--- src/rtl/l15_amo_initiator_pkg.sv ---
// Shared encodings and helpers for the L1.5 AMO initiator and the L2 AMO ALU.
package l15_amo_initiator_pkg;

    localparam logic [3:0] L2_AMO_ALU_NOP  = 4'd0;
    localparam logic [3:0] L2_AMO_ALU_ADD  = 4'd1;
    localparam logic [3:0] L2_AMO_ALU_AND  = 4'd2;
    localparam logic [3:0] L2_AMO_ALU_OR   = 4'd3;
    localparam logic [3:0] L2_AMO_ALU_XOR  = 4'd4;
    localparam logic [3:0] L2_AMO_ALU_MAX  = 4'd5;
    localparam logic [3:0] L2_AMO_ALU_MAXU = 4'd6;
    localparam logic [3:0] L2_AMO_ALU_MIN  = 4'd7;
    localparam logic [3:0] L2_AMO_ALU_MINU = 4'd8;
    localparam logic [3:0] L2_AMO_ALU_CAS1 = 4'd9;
    localparam logic [3:0] L2_AMO_ALU_CAS2 = 4'd10;

    localparam logic [2:0] MSG_DATA_SIZE_0B = 3'd0;
    localparam logic [2:0] MSG_DATA_SIZE_1B = 3'd1;
    localparam logic [2:0] MSG_DATA_SIZE_2B = 3'd2;
    localparam logic [2:0] MSG_DATA_SIZE_4B = 3'd3;
    localparam logic [2:0] MSG_DATA_SIZE_8B = 3'd4;

    localparam int unsigned L15_LINE_WIDTH      = 128;
    localparam int unsigned L15_LINE_WIDTH_LOG2 = 7;

    typedef enum logic [1:0] {StIdle, StReq, StWait, StResp} amo_state_e;

    function automatic logic [63:0] byte_rev64(input logic [63:0] d);
        return {<<8{d}};
    endfunction

    function automatic logic [63:0] size_mask(input logic [2:0] size);
        case (size)
            MSG_DATA_SIZE_1B: return 64'h0000_0000_0000_00ff;
            MSG_DATA_SIZE_2B: return 64'h0000_0000_0000_ffff;
            MSG_DATA_SIZE_4B: return 64'h0000_0000_ffff_ffff;
            default:          return 64'hffff_ffff_ffff_ffff;
        endcase
    endfunction

    // Undefined sizes are treated as misaligned so they never reach L2.
    function automatic logic size_misaligned(input logic [2:0] size, input logic [2:0] off);
        case (size)
            MSG_DATA_SIZE_1B: return 1'b0;
            MSG_DATA_SIZE_2B: return off[0];
            MSG_DATA_SIZE_4B: return |off[1:0];
            MSG_DATA_SIZE_8B: return |off;
            default:          return 1'b1;
        endcase
    endfunction

endpackage

--- src/rtl/l15_amo_initiator_if.sv ---
// Core-side and L2-side handshake bundle of the AMO initiator.
interface l15_amo_initiator_if #(
    parameter int unsigned LINE_WIDTH = 128
);
    logic                  core_req_val;
    logic                  core_req_rdy;
    logic [3:0]            core_req_op;
    logic [39:0]           core_req_addr;
    logic [2:0]            core_req_size;
    logic [63:0]           core_req_data;
    logic                  l2_req_val;
    logic                  l2_req_rdy;
    logic [3:0]            l2_req_op;
    logic [39:0]           l2_req_addr;
    logic [2:0]            l2_req_size;
    logic [LINE_WIDTH-1:0] l2_req_data;
    logic                  l2_resp_val;
    logic                  l2_resp_rdy;
    logic [LINE_WIDTH-1:0] l2_resp_data;
    logic                  core_resp_val;
    logic                  core_resp_rdy;
    logic [63:0]           core_resp_data;
    logic                  core_resp_err;

    modport master (
        input  core_req_val, core_req_op, core_req_addr, core_req_size, core_req_data,
        output core_req_rdy,
        output l2_req_val, l2_req_op, l2_req_addr, l2_req_size, l2_req_data,
        input  l2_req_rdy,
        input  l2_resp_val, l2_resp_data,
        output l2_resp_rdy,
        output core_resp_val, core_resp_data, core_resp_err,
        input  core_resp_rdy
    );

    modport slave (
        output core_req_val, core_req_op, core_req_addr, core_req_size, core_req_data,
        input  core_req_rdy,
        input  l2_req_val, l2_req_op, l2_req_addr, l2_req_size, l2_req_data,
        output l2_req_rdy,
        output l2_resp_val, l2_resp_data,
        input  l2_resp_rdy,
        input  core_resp_val, core_resp_data, core_resp_err,
        output core_resp_rdy
    );
endinterface

--- src/rtl/l15_amo_lane_fmt.sv ---
// Combinational line formatting: operand -> request line, response line -> sign-extended value.
module l15_amo_lane_fmt
    import l15_amo_initiator_pkg::*;
#(
    parameter bit          SWAP_ENDIANESS  = 1'b1,
    parameter int unsigned LINE_WIDTH      = 128,
    parameter int unsigned LINE_WIDTH_LOG2 = 7
) (
    input  logic [63:0]                operand,
    input  logic [LINE_WIDTH_LOG2-1:0] req_off,
    input  logic [2:0]                 req_size,
    output logic [LINE_WIDTH-1:0]      req_line,
    input  logic [LINE_WIDTH-1:0]      resp_line,
    input  logic [LINE_WIDTH_LOG2-1:0] resp_off,
    input  logic [2:0]                 resp_size,
    output logic [63:0]                resp_value
);
    logic [63:0]           pk_dword;
    logic [LINE_WIDTH-1:0] pk_ext;
    logic [LINE_WIDTH-1:0] up_line;
    logic [63:0]           up_dword;
    logic [63:0]           up_field;

    always_comb begin
        pk_dword = (operand & size_mask(req_size)) << {req_off[2:0], 3'b000};
        if (SWAP_ENDIANESS) pk_dword = byte_rev64(pk_dword);
        pk_ext = '0;
        pk_ext[63:0] = pk_dword;
        req_line = pk_ext << {req_off[LINE_WIDTH_LOG2-1:3], 6'b000000};
    end

    always_comb begin
        up_line  = resp_line >> {resp_off[LINE_WIDTH_LOG2-1:3], 6'b000000};
        up_dword = up_line[63:0];
        if (SWAP_ENDIANESS) up_dword = byte_rev64(up_dword);
        up_field = up_dword >> {resp_off[2:0], 3'b000};
        case (resp_size)
            MSG_DATA_SIZE_1B: resp_value = {{56{up_field[7]}}, up_field[7:0]};
            MSG_DATA_SIZE_2B: resp_value = {{48{up_field[15]}}, up_field[15:0]};
            MSG_DATA_SIZE_4B: resp_value = {{32{up_field[31]}}, up_field[31:0]};
            default:          resp_value = up_field;
        endcase
    end
endmodule

--- src/rtl/l15_amo_initiator.sv ---
// Requester-side AMO engine: one outstanding core AMO, formatted into an L2 line request.
module l15_amo_initiator
    import l15_amo_initiator_pkg::*;
#(
    parameter bit          SWAP_ENDIANESS  = 1'b1,
    parameter int unsigned LINE_WIDTH      = L15_LINE_WIDTH,
    parameter int unsigned LINE_WIDTH_LOG2 = L15_LINE_WIDTH_LOG2
) (
    input logic                 clk,
    input logic                 rst_n,
    l15_amo_initiator_if.master bus
);
    amo_state_e            state_q, state_d;
    logic [3:0]            op_q, op_d;
    logic [39:0]           addr_q, addr_d;
    logic [2:0]            size_q, size_d;
    logic [LINE_WIDTH-1:0] line_q, line_d;
    logic [63:0]           resp_data_q, resp_data_d;
    logic                  err_q, err_d;
    logic [LINE_WIDTH-1:0] pack_line;
    logic [63:0]           unpack_value;

    l15_amo_lane_fmt #(
        .SWAP_ENDIANESS  (SWAP_ENDIANESS),
        .LINE_WIDTH      (LINE_WIDTH),
        .LINE_WIDTH_LOG2 (LINE_WIDTH_LOG2)
    ) u_lane_fmt (
        .operand    (bus.core_req_data),
        .req_off    (bus.core_req_addr[LINE_WIDTH_LOG2-1:0]),
        .req_size   (bus.core_req_size),
        .req_line   (pack_line),
        .resp_line  (bus.l2_resp_data),
        .resp_off   (addr_q[LINE_WIDTH_LOG2-1:0]),
        .resp_size  (size_q),
        .resp_value (unpack_value)
    );

    always_ff @(posedge clk or negedge rst_n) begin
        if (!rst_n) begin
            state_q     <= StIdle;
            op_q        <= '0;
            addr_q      <= '0;
            size_q      <= '0;
            line_q      <= '0;
            resp_data_q <= '0;
            err_q       <= 1'b0;
        end else begin
            state_q     <= state_d;
            op_q        <= op_d;
            addr_q      <= addr_d;
            size_q      <= size_d;
            line_q      <= line_d;
            resp_data_q <= resp_data_d;
            err_q       <= err_d;
        end
    end

    always_comb begin
        state_d     = state_q;
        op_d        = op_q;
        addr_d      = addr_q;
        size_d      = size_q;
        line_d      = line_q;
        resp_data_d = resp_data_q;
        err_d       = err_q;
        case (state_q)
            StIdle: begin
                if (bus.core_req_val) begin
                    op_d   = bus.core_req_op;
                    addr_d = bus.core_req_addr;
                    size_d = bus.core_req_size;
                    line_d = pack_line;
                    if (size_misaligned(bus.core_req_size, bus.core_req_addr[2:0])) begin
                        resp_data_d = '0;
                        err_d       = 1'b1;
                        state_d     = StResp;
                    end else begin
                        err_d   = 1'b0;
                        state_d = StReq;
                    end
                end
            end
            StReq:  if (bus.l2_req_rdy) state_d = StWait;
            StWait: begin
                if (bus.l2_resp_val) begin
                    resp_data_d = unpack_value;
                    state_d     = StResp;
                end
            end
            StResp: if (bus.core_resp_rdy) state_d = StIdle;
            default: state_d = StIdle;
        endcase
    end

    assign bus.core_req_rdy   = (state_q == StIdle);
    assign bus.l2_req_val     = (state_q == StReq);
    assign bus.l2_resp_rdy    = (state_q == StWait);
    assign bus.core_resp_val  = (state_q == StResp);
    assign bus.l2_req_op      = op_q;
    assign bus.l2_req_addr    = addr_q;
    assign bus.l2_req_size    = size_q;
    assign bus.l2_req_data    = line_q;
    assign bus.core_resp_data = resp_data_q;
    assign bus.core_resp_err  = err_q;
endmodule

--- src/flat_wrapper.sv ---
// flat-port wrapper written by rule: the top's interface ports become plain ports
module l15_amo_initiator_flat import l15_amo_initiator_pkg::*;
#(
    parameter bit          SWAP_ENDIANESS  = 1'b1,
    parameter int unsigned LINE_WIDTH      = L15_LINE_WIDTH,
    parameter int unsigned LINE_WIDTH_LOG2 = L15_LINE_WIDTH_LOG2
)
  (clk, rst_n, bus_core_req_val, bus_core_req_op, bus_core_req_addr, bus_core_req_size, bus_core_req_data, bus_core_req_rdy, bus_l2_req_val, bus_l2_req_op, bus_l2_req_addr, bus_l2_req_size, bus_l2_req_data, bus_l2_req_rdy, bus_l2_resp_val, bus_l2_resp_data, bus_l2_resp_rdy, bus_core_resp_val, bus_core_resp_data, bus_core_resp_err, bus_core_resp_rdy);
  l15_amo_initiator_if #(.LINE_WIDTH(LINE_WIDTH)) bus_i ();
  input logic clk;
  input logic rst_n;
  input wire logic [$bits(bus_i.core_req_val)-1:0] bus_core_req_val;
  input wire logic [$bits(bus_i.core_req_op)-1:0] bus_core_req_op;
  input wire logic [$bits(bus_i.core_req_addr)-1:0] bus_core_req_addr;
  input wire logic [$bits(bus_i.core_req_size)-1:0] bus_core_req_size;
  input wire logic [$bits(bus_i.core_req_data)-1:0] bus_core_req_data;
  output wire logic [$bits(bus_i.core_req_rdy)-1:0] bus_core_req_rdy;
  output wire logic [$bits(bus_i.l2_req_val)-1:0] bus_l2_req_val;
  output wire logic [$bits(bus_i.l2_req_op)-1:0] bus_l2_req_op;
  output wire logic [$bits(bus_i.l2_req_addr)-1:0] bus_l2_req_addr;
  output wire logic [$bits(bus_i.l2_req_size)-1:0] bus_l2_req_size;
  output wire logic [$bits(bus_i.l2_req_data)-1:0] bus_l2_req_data;
  input wire logic [$bits(bus_i.l2_req_rdy)-1:0] bus_l2_req_rdy;
  input wire logic [$bits(bus_i.l2_resp_val)-1:0] bus_l2_resp_val;
  input wire logic [$bits(bus_i.l2_resp_data)-1:0] bus_l2_resp_data;
  output wire logic [$bits(bus_i.l2_resp_rdy)-1:0] bus_l2_resp_rdy;
  output wire logic [$bits(bus_i.core_resp_val)-1:0] bus_core_resp_val;
  output wire logic [$bits(bus_i.core_resp_data)-1:0] bus_core_resp_data;
  output wire logic [$bits(bus_i.core_resp_err)-1:0] bus_core_resp_err;
  input wire logic [$bits(bus_i.core_resp_rdy)-1:0] bus_core_resp_rdy;
  assign bus_i.core_req_val = bus_core_req_val;
  assign bus_i.core_req_op = bus_core_req_op;
  assign bus_i.core_req_addr = bus_core_req_addr;
  assign bus_i.core_req_size = bus_core_req_size;
  assign bus_i.core_req_data = bus_core_req_data;
  assign bus_core_req_rdy = bus_i.core_req_rdy;
  assign bus_l2_req_val = bus_i.l2_req_val;
  assign bus_l2_req_op = bus_i.l2_req_op;
  assign bus_l2_req_addr = bus_i.l2_req_addr;
  assign bus_l2_req_size = bus_i.l2_req_size;
  assign bus_l2_req_data = bus_i.l2_req_data;
  assign bus_i.l2_req_rdy = bus_l2_req_rdy;
  assign bus_i.l2_resp_val = bus_l2_resp_val;
  assign bus_i.l2_resp_data = bus_l2_resp_data;
  assign bus_l2_resp_rdy = bus_i.l2_resp_rdy;
  assign bus_core_resp_val = bus_i.core_resp_val;
  assign bus_core_resp_data = bus_i.core_resp_data;
  assign bus_core_resp_err = bus_i.core_resp_err;
  assign bus_i.core_resp_rdy = bus_core_resp_rdy;
  l15_amo_initiator #(.SWAP_ENDIANESS(SWAP_ENDIANESS), .LINE_WIDTH(LINE_WIDTH), .LINE_WIDTH_LOG2(LINE_WIDTH_LOG2)) u_core (.clk(clk), .rst_n(rst_n), .bus(bus_i));
endmodule
--- config.mk ---
export PLATFORM = sky130hd
export DESIGN_NAME = l15_amo_initiator_flat
export DESIGN_NICKNAME = d
export VERILOG_FILES = /design/src/rtl/l15_amo_initiator_pkg.sv /design/src/rtl/l15_amo_initiator_if.sv /design/src/rtl/l15_amo_lane_fmt.sv /design/src/rtl/l15_amo_initiator.sv /design/src/flat_wrapper.sv
export SDC_FILE = /design/constraint.sdc
export NUM_CORES = 1
export LEC_CHECK = 0
export ABC_AREA = 0
export CAP_MARGIN = 20
export CORE_UTILIZATION = 38
export CTS_BUF_LIST = sky130_fd_sc_hd__clkbuf_2
export DETAILED_ROUTE_END_ITERATION = 7
export PLACE_DENSITY = 0.69
export SYNTH_ARGS = -nofsm -noshare
export SYNTH_HDL_FRONTEND = slang
export SYNTH_SLANG_ARGS = --single-unit
--- constraint.sdc ---
create_clock -name clk -period 2.9 [get_ports clk]
set_input_delay 0.58 -clock clk [delete_from_list [all_inputs] [get_ports clk]]
set_output_delay 0.58 -clock clk [all_outputs]
set_load 0.005 [all_outputs]
## After elaboration in Yosys (flattened, before gate mapping)

Index checks and enable logic that the tools add are counted.

| operators by class | value |
|---|---|
| equality and inequality tests | 15 |
| shifts and indexed selects | 4 |
| muxes and demuxes | 16 |
| bitwise logic cells | 1 |
| reduce and logical (&&, ||, !) cells | 7 |

Operators by type and width:

| operator | number |
|---|---|
| $pmux W64 S3 | 2 |
| $mux W64 | 3 |
| $pmux W64 S2 | 1 |
| $shl A64 B10 Y128 | 1 |
| $shr A128 B10 Y64 | 1 |
| $and A64 B64 Y64 | 1 |
| $shl A64 B6 Y64 | 1 |
| $shr A64 B6 Y64 | 1 |
| $eq A3 B2 Y1 const B | 4 |
| $mux W2 | 5 |
| $pmux W2 S4 | 1 |
| $reduce_and A4 Y1 | 2 |
| $eq A3 B1 Y1 const B | 2 |
| $ne A2 B1 Y1 const B | 3 |
| $eq A2 B2 Y1 const B | 2 |
| $ne A2 B2 Y1 const B | 2 |
| $pmux W1 S4 | 1 |
| $eq A3 B3 Y1 const B | 1 |
| $mux W1 | 3 |
| $reduce_or A3 Y1 | 1 |
| $eq A2 B1 Y1 const B | 1 |
| $logic_not A2 Y1 | 1 |
| $reduce_and A2 Y1 | 1 |
| $reduce_bool A2 Y1 | 1 |
| $reduce_or A2 Y1 | 1 |

| storage, ports and cells | value |
|---|---|
| register bits after elaboration | 242 |
| input port bits | 245 |
| output and inout port bits | 244 |
| word-level logic and storage cells | 50 |

## Depth between registers and ports, before layout

| depth | value |
|---|---|
| word-level depth | 7 |
| depth in mapped cells | 10 |
| mapped depth without buffers | 7 |

## Hierarchy

From an unflattened synthesis, not the netlist that was laid out.

| second synthesis, totals | value |
|---|---|
| cell total of the unflattened synthesis | 1354 |
| area total of the unflattened synthesis | 15152.0 um^2 |

By module, submodules not included:

| module | instances | cells an instance | area an instance (um^2) | seq. area each (um^2) |
|---|---|---|---|---|
| l15_amo_initiator | 1 | 570 | 9316.4 | 6055.8 |
| l15_amo_lane_fmt | 1 | 784 | 5835.6 | 0.0 |

## Worst setup path before layout

No wires, ideal clock.

| timing | value |
|---|---|
| path type | reg2reg |
| from | register u_core.addr_q[3], in the netlist u_core.bus.l2_req_addr[3] |
| to | register u_core.resp_data_q[12], in the netlist u_core.bus.core_resp_data[12] |
| setup time | 0.124 ns |
| data arrival time | 2.205 ns |
| required time | 2.776 ns |
| slack | 0.572 ns |
| stages on the path, launching flop included | 10 |
| path buffers | 4 |
| period minus slack after synthesis | 2.328 ns |
| cell sequence | dfrtp_1 buf_2 buf_4 buf_4 buf_2 mux4_2 mux2i_1 a21oi_1 a32oi_1 nand2_1 |

| on the way | value |
|---|---|
| word-level cells in the longest chain between the ends | 5 |

RTL lines:

| what | line | RTL |
|---|---|---|
| start, declared | l15_amo_initiator.sv:15 | `logic [39:0] addr_q, addr_d;` |
| start signal, assigned | l15_amo_initiator.sv:50 | `addr_q <= addr_d;` |
| $shr A128 B10 Y64 | l15_amo_lane_fmt.sv:33 | `up_line = resp_line >> {resp_off[LINE_WIDTH_LOG2-1:3], 6'b000000};` |
| $shr A64 B6 Y64 | l15_amo_lane_fmt.sv:36 | `up_field = up_dword >> {resp_off[2:0], 3'b000};` |
| $pmux W64 S3 | l15_amo_lane_fmt.sv:37 | `case (resp_size)` |
| $mux W64 | l15_amo_initiator.sv:85 | `if (bus.l2_resp_val) begin` |
| $pmux W64 S2 | l15_amo_initiator.sv:66 | `case (state_q)` |
| end signal, assigned | l15_amo_initiator.sv:53 | `resp_data_q <= resp_data_d;` |
| end, declared | l15_amo_initiator.sv:18 | `logic [63:0] resp_data_q, resp_data_d;` |

Every way passes these cells. The select of a mux whose other input is x is not followed.
A chain may end at the register's enable or synchronous reset.

## Worst setup path after layout

| timing | value |
|---|---|
| from | register u_core.addr_q[3], in the netlist u_core.bus.l2_req_addr[3] |
| to | output bus_l2_req_addr[3] |

RTL lines:

| what | line | RTL |
|---|---|---|
| end, declared | flat_wrapper.sv:20 | `output wire logic [$bits(bus_i.l2_req_addr)-1:0] bus_l2_req_addr;` |

No word-level cell between the ends.

==> metrics.csv <==
stage,metric,value,unit
status,outcome,"complete, no violations",
drt,drc,0,
pwr,internal-power,9.326,mW
die,start_util,38.91,%
pwr,p_clk_share,17.4,%
worst_setup_path,timing.rr.start,u_core.bus.l2_req_addr[3],
timing,finalCriticalPeriod,2.678,ns
worst_setup_path,r2r_setup_slack,0.33,ns
drt,routedWlPerCell,24.68,µm
clocking,cts.sinks,242,
die,core,34880,µm²
logic_synthesis,synth_nets,1549,
cells_and_area,syn2layout_area_growth,49.03,%
drt,antenna_left,0,
global_route,grt_use_total,31.28,%
logic_synthesis,synth_async_sr_flop_share,100.0,%
logic_synthesis,yosysWarnings,0,
timing,maxSlewViolCount,0,
hold_path,worstHoldEndpoint,u_core.bus.l2_req_addr[0],
timing,grt_setup_unrepaired,no,
placement,io_buffers,488,
worst_setup_path,crit_fanout,17,
worst_setup_path,slowest_stage,dfrtp_4,
timing,slew_headroom,42.27,%
pwr,combPwrFrac,51.9,%
cells_and_area,final_core_util,57.99,%
logic_synthesis,yosysSeqAreaShare,44.61,%
pwr,p_switching,6.130,mW
global_route,grt_pass1_vias,13740,
logic_synthesis,yosys_most_used_dff,dfrtp_1,
worst_setup_path,start_kind,flip-flop,
clocking,cts-root-buf,clkbuf_2,
worst_setup_path,cpPeakStageDelay,0.63,ns
cells_and_area,final_cell_mix,"clkdlybuf4s50_1 (482), dfrtp_1 (238), nand2_1 (175), o21ai_0 (106)",
worst_setup_path,r2r-end,u_core.bus.core_resp_data[47],
pwr,vdd_drop_max,0.5571,mV
cells_and_area,fillCellCount,3054,
timing,clock.fmax,373.4,MHz
pwr,swShare,39.66,%
clocking,htreeDepth,3,
worst_setup_path,arrival,2.10,ns
clocking,cts_buffers,68,
die,io_pins,489,
timing,finalHoldViolations,0,
placement,place_hpwl,44.54,mm
logic_synthesis,synth-edff-count,0,
cells_and_area,fin_nets,2096,
clocking,clk_pin_slew,0.11,ns
clocking,ctsLongestPathBuffers,3,
global_route,grt_max_degree,137,
timing,fin_hold_ws,0.1701,ns
hold_path,hold_class,input port to flip-flop,
logic_synthesis,ys_ff_latch,242,
drt,num_vias,13470,
worst_setup_path,crit_chain,clkdlybuf4s50_1,
die,rows,68,
worst_setup_path,reg2reg_depth,7,
hold_path,hold_path_depth,3,
logic_synthesis,ys_types,54,
global_route,grt_pass1_wl,84.91,mm
hold_path,min_from,bus_core_req_addr[0],
pwr,seqPwrFrac,30.7,%
worst_setup_path,worstPathBufferInverterCount,1,
drt,drt-pass1-iter-count,5,
clocking,clk-insertion-delay-late,0.86,ns
clocking,cts_tree,yes,
global_route,grt_overflow,0,
drt,wirelength,58.21,mm
die,die_area,36480,µm²
worst_setup_path,worst_setup_path_end_kind,output port,
die,die-height,191,µm
timing,setup_viol,0,
drt,drt_iter0_drc,1099,
logic_synthesis,synth_area,13570,µm²
die,die_x,191,µm
worst_setup_path,cp_top_family,flip-flops,
worst_setup_path,path_class,flip-flop to output port,
timing,finClkSkew,0.08348,ns
logic_synthesis,syn_inst,1300,
run,cap_violations,0,
cells_and_area,final_common_cell,clkdlybuf4s50_1,
timing,tightest_slew,0.8607,ns
drt,vias_per_cell,5.712,
pwr,leakage,8.746,nW
timing,period_share,92.34,%
logic_synthesis,avgSynthCellArea,10.44,µm²
cells_and_area,layout-drive-gt1-share,19.64,%
worst_setup_path,critPathRequiredTime,2.32,ns
global_route,grt_antenna_before_repair,15,
pwr,p_per_area,764.0,nW/µm²
placement,routabilityCongestion,0.9535,
worst max path at each step:
| stage | start | end | slack [ns] | cells past startpoint |
|---|---|---|---|---|
| final | u_core.bus.l2_req_addr[3] | bus_l2_req_addr[3] | 0.22 | 1 |
| after global routing | u_core.bus.l2_req_addr[3] | bus_l2_req_addr[3] | 0.09 | 1 |
| after CTS | u_core.bus.l2_req_addr[3] | bus_l2_req_addr[3] | 0.14 | 1 |
| after detailed placement | bus_core_req_size[1] | u_core.bus.core_resp_data[10] | -0.06 | 8 |
| after global placement | bus_l2_resp_data[79] | u_core.bus.core_resp_data[31] | 0.008 | 8 |
| after floorplan | u_core.bus.l2_req_addr[3] | u_core.bus.core_resp_data[12] | 0.57 | 9 |
power by group through the flow:
stage                     sequential, mW  clock [mW]  combinational (mW)
after detailed placement            4.86           0                7.86
after floorplan                     4.62           0                4.30
final                               4.74        2.69                8.02
after CTS                           4.75        2.77                8.00
after global routing                4.83        2.94                8.54
after global placement              4.83           0                7.79
tightest hold or removal path, delay by kind of cell:
family	cells	cell delay (ns)
buffers and inverters	2	0.33
AOI/OAI and AO/OA	1	0.09
area by class of cell:
| type | count | area, µm² | area share (%) |
|---|---|---|---|
| Multi-Input combinational cell | 925 | 7019 | 34.70 |
| Inverter | 18 | 67.56 | 0.3340 |
| Sequential cell | 242 | 6063 | 29.97 |
| Clock inverter | 15 | 146.4 | 0.7236 |
| Tap cell | 455 | 569.3 | 2.814 |
| Clock buffer | 97 | 485.5 | 2.400 |
| Antenna cell | 14 | 35.03 | 0.1732 |
| Timing Repair Buffer | 592 | 5843 | 28.88 |
metal layers:
| metal | vias to the layer above | global-route usage (%) | wire, µm |
|---|---|---|---|
| met4 | 4 | 15.05 | 2505 |
| met5 | - | 0 | 27 |
| li1 | 5975 | - | - |
| met3 | 116 | 10.72 | 6233 |
| met2 | 754 | 53.04 | 28680 |
| met1 | 6620 | 34.99 | 20760 |
metrics by stage:
step	instance area [µm²]	setup TNS [ns]	worst slack [ns]	cells	total power [mW]
finish	20230	0	0.2222	2358	15.46
global route	20220	0	0.09167	2356	16.31
CTS	20190	0	0.1357	2344	15.52
detailed placement	19520	-1.443	-0.05595	2228	12.72
global placement	19520	0	0.007563	2228	12.62
floorplan	13570	0	0.5716	1300	8.916
synth_stat cells (4+ instances only):
library cell | instances | area share (%)
nor2b_1 | 13 | 0.60
o21ai_0 | 106 | 3.9
a31oi_1 | 9 | 0.41
nand3_2 | 10 | 0.74
mux2i_1 | 71 | 5.2
nor2_1 | 45 | 1.2
nand2_1 | 176 | 4.9
dfrtp_1 | 242 | 45
buf_1 | 14 | 0.39
inv_1 | 17 | 0.47
nor3_1 | 39 | 1.4
and3_1 | 9 | 0.41
clkbuf_1 | 70 | 1.9
o31ai_1 | 8 | 0.44
a22o_1 | 97 | 6.3
nand3_1 | 13 | 0.48
nor4_1 | 4 | 0.18
a21oi_1 | 65 | 2.4
nand2b_1 | 13 | 0.60
o22ai_1 | 16 | 0.74
o211ai_1 | 34 | 1.9
a32oi_1 | 7 | 0.45
mux2_2 | 77 | 6.4
a211oi_1 | 8 | 0.44
mux4_2 | 54 | 9.0
and2_1 | 5 | 0.23
o21a_1 | 8 | 0.44
buf_4 | 4 | 0.22
ha_1 | 4 | 0.37
buf_2 | 25 | 0.92
a211o_1 | 8 | 0.52
cells by family after synthesis:
logic type      share of synthesized area, %
simple gates                           11.25
flops                                  44.61
xor+xnor                             0.06453
compound gates                         18.99
fa+ha+maj                             0.3687
mux                                    20.58
buf+inv                                4.129
sequential cells by signal, indices dropped and copies added, names as in the netlist:
| signal | cells |
|---|---|
| u_core.bus.l2_req_size | 3 |
| u_core.bus.l2_req_data | 128 |
| u_core.state_q | 2 |
| u_core.bus.core_resp_err | 1 |
| u_core.bus.l2_req_op | 4 |
| u_core.bus.core_resp_data | 64 |
| u_core.bus.l2_req_addr | 40 |
timing repair:
action | CTS | global route
hold buffers | 2 | 0
hold endpoints to repair | 77 | 0
gates resized for setup | 6 | 0
endpoints found under the setup margin | 4 | 0
buffers inserted | 2 | 0
No activity file was read; power rests on OpenSTA's default activity.
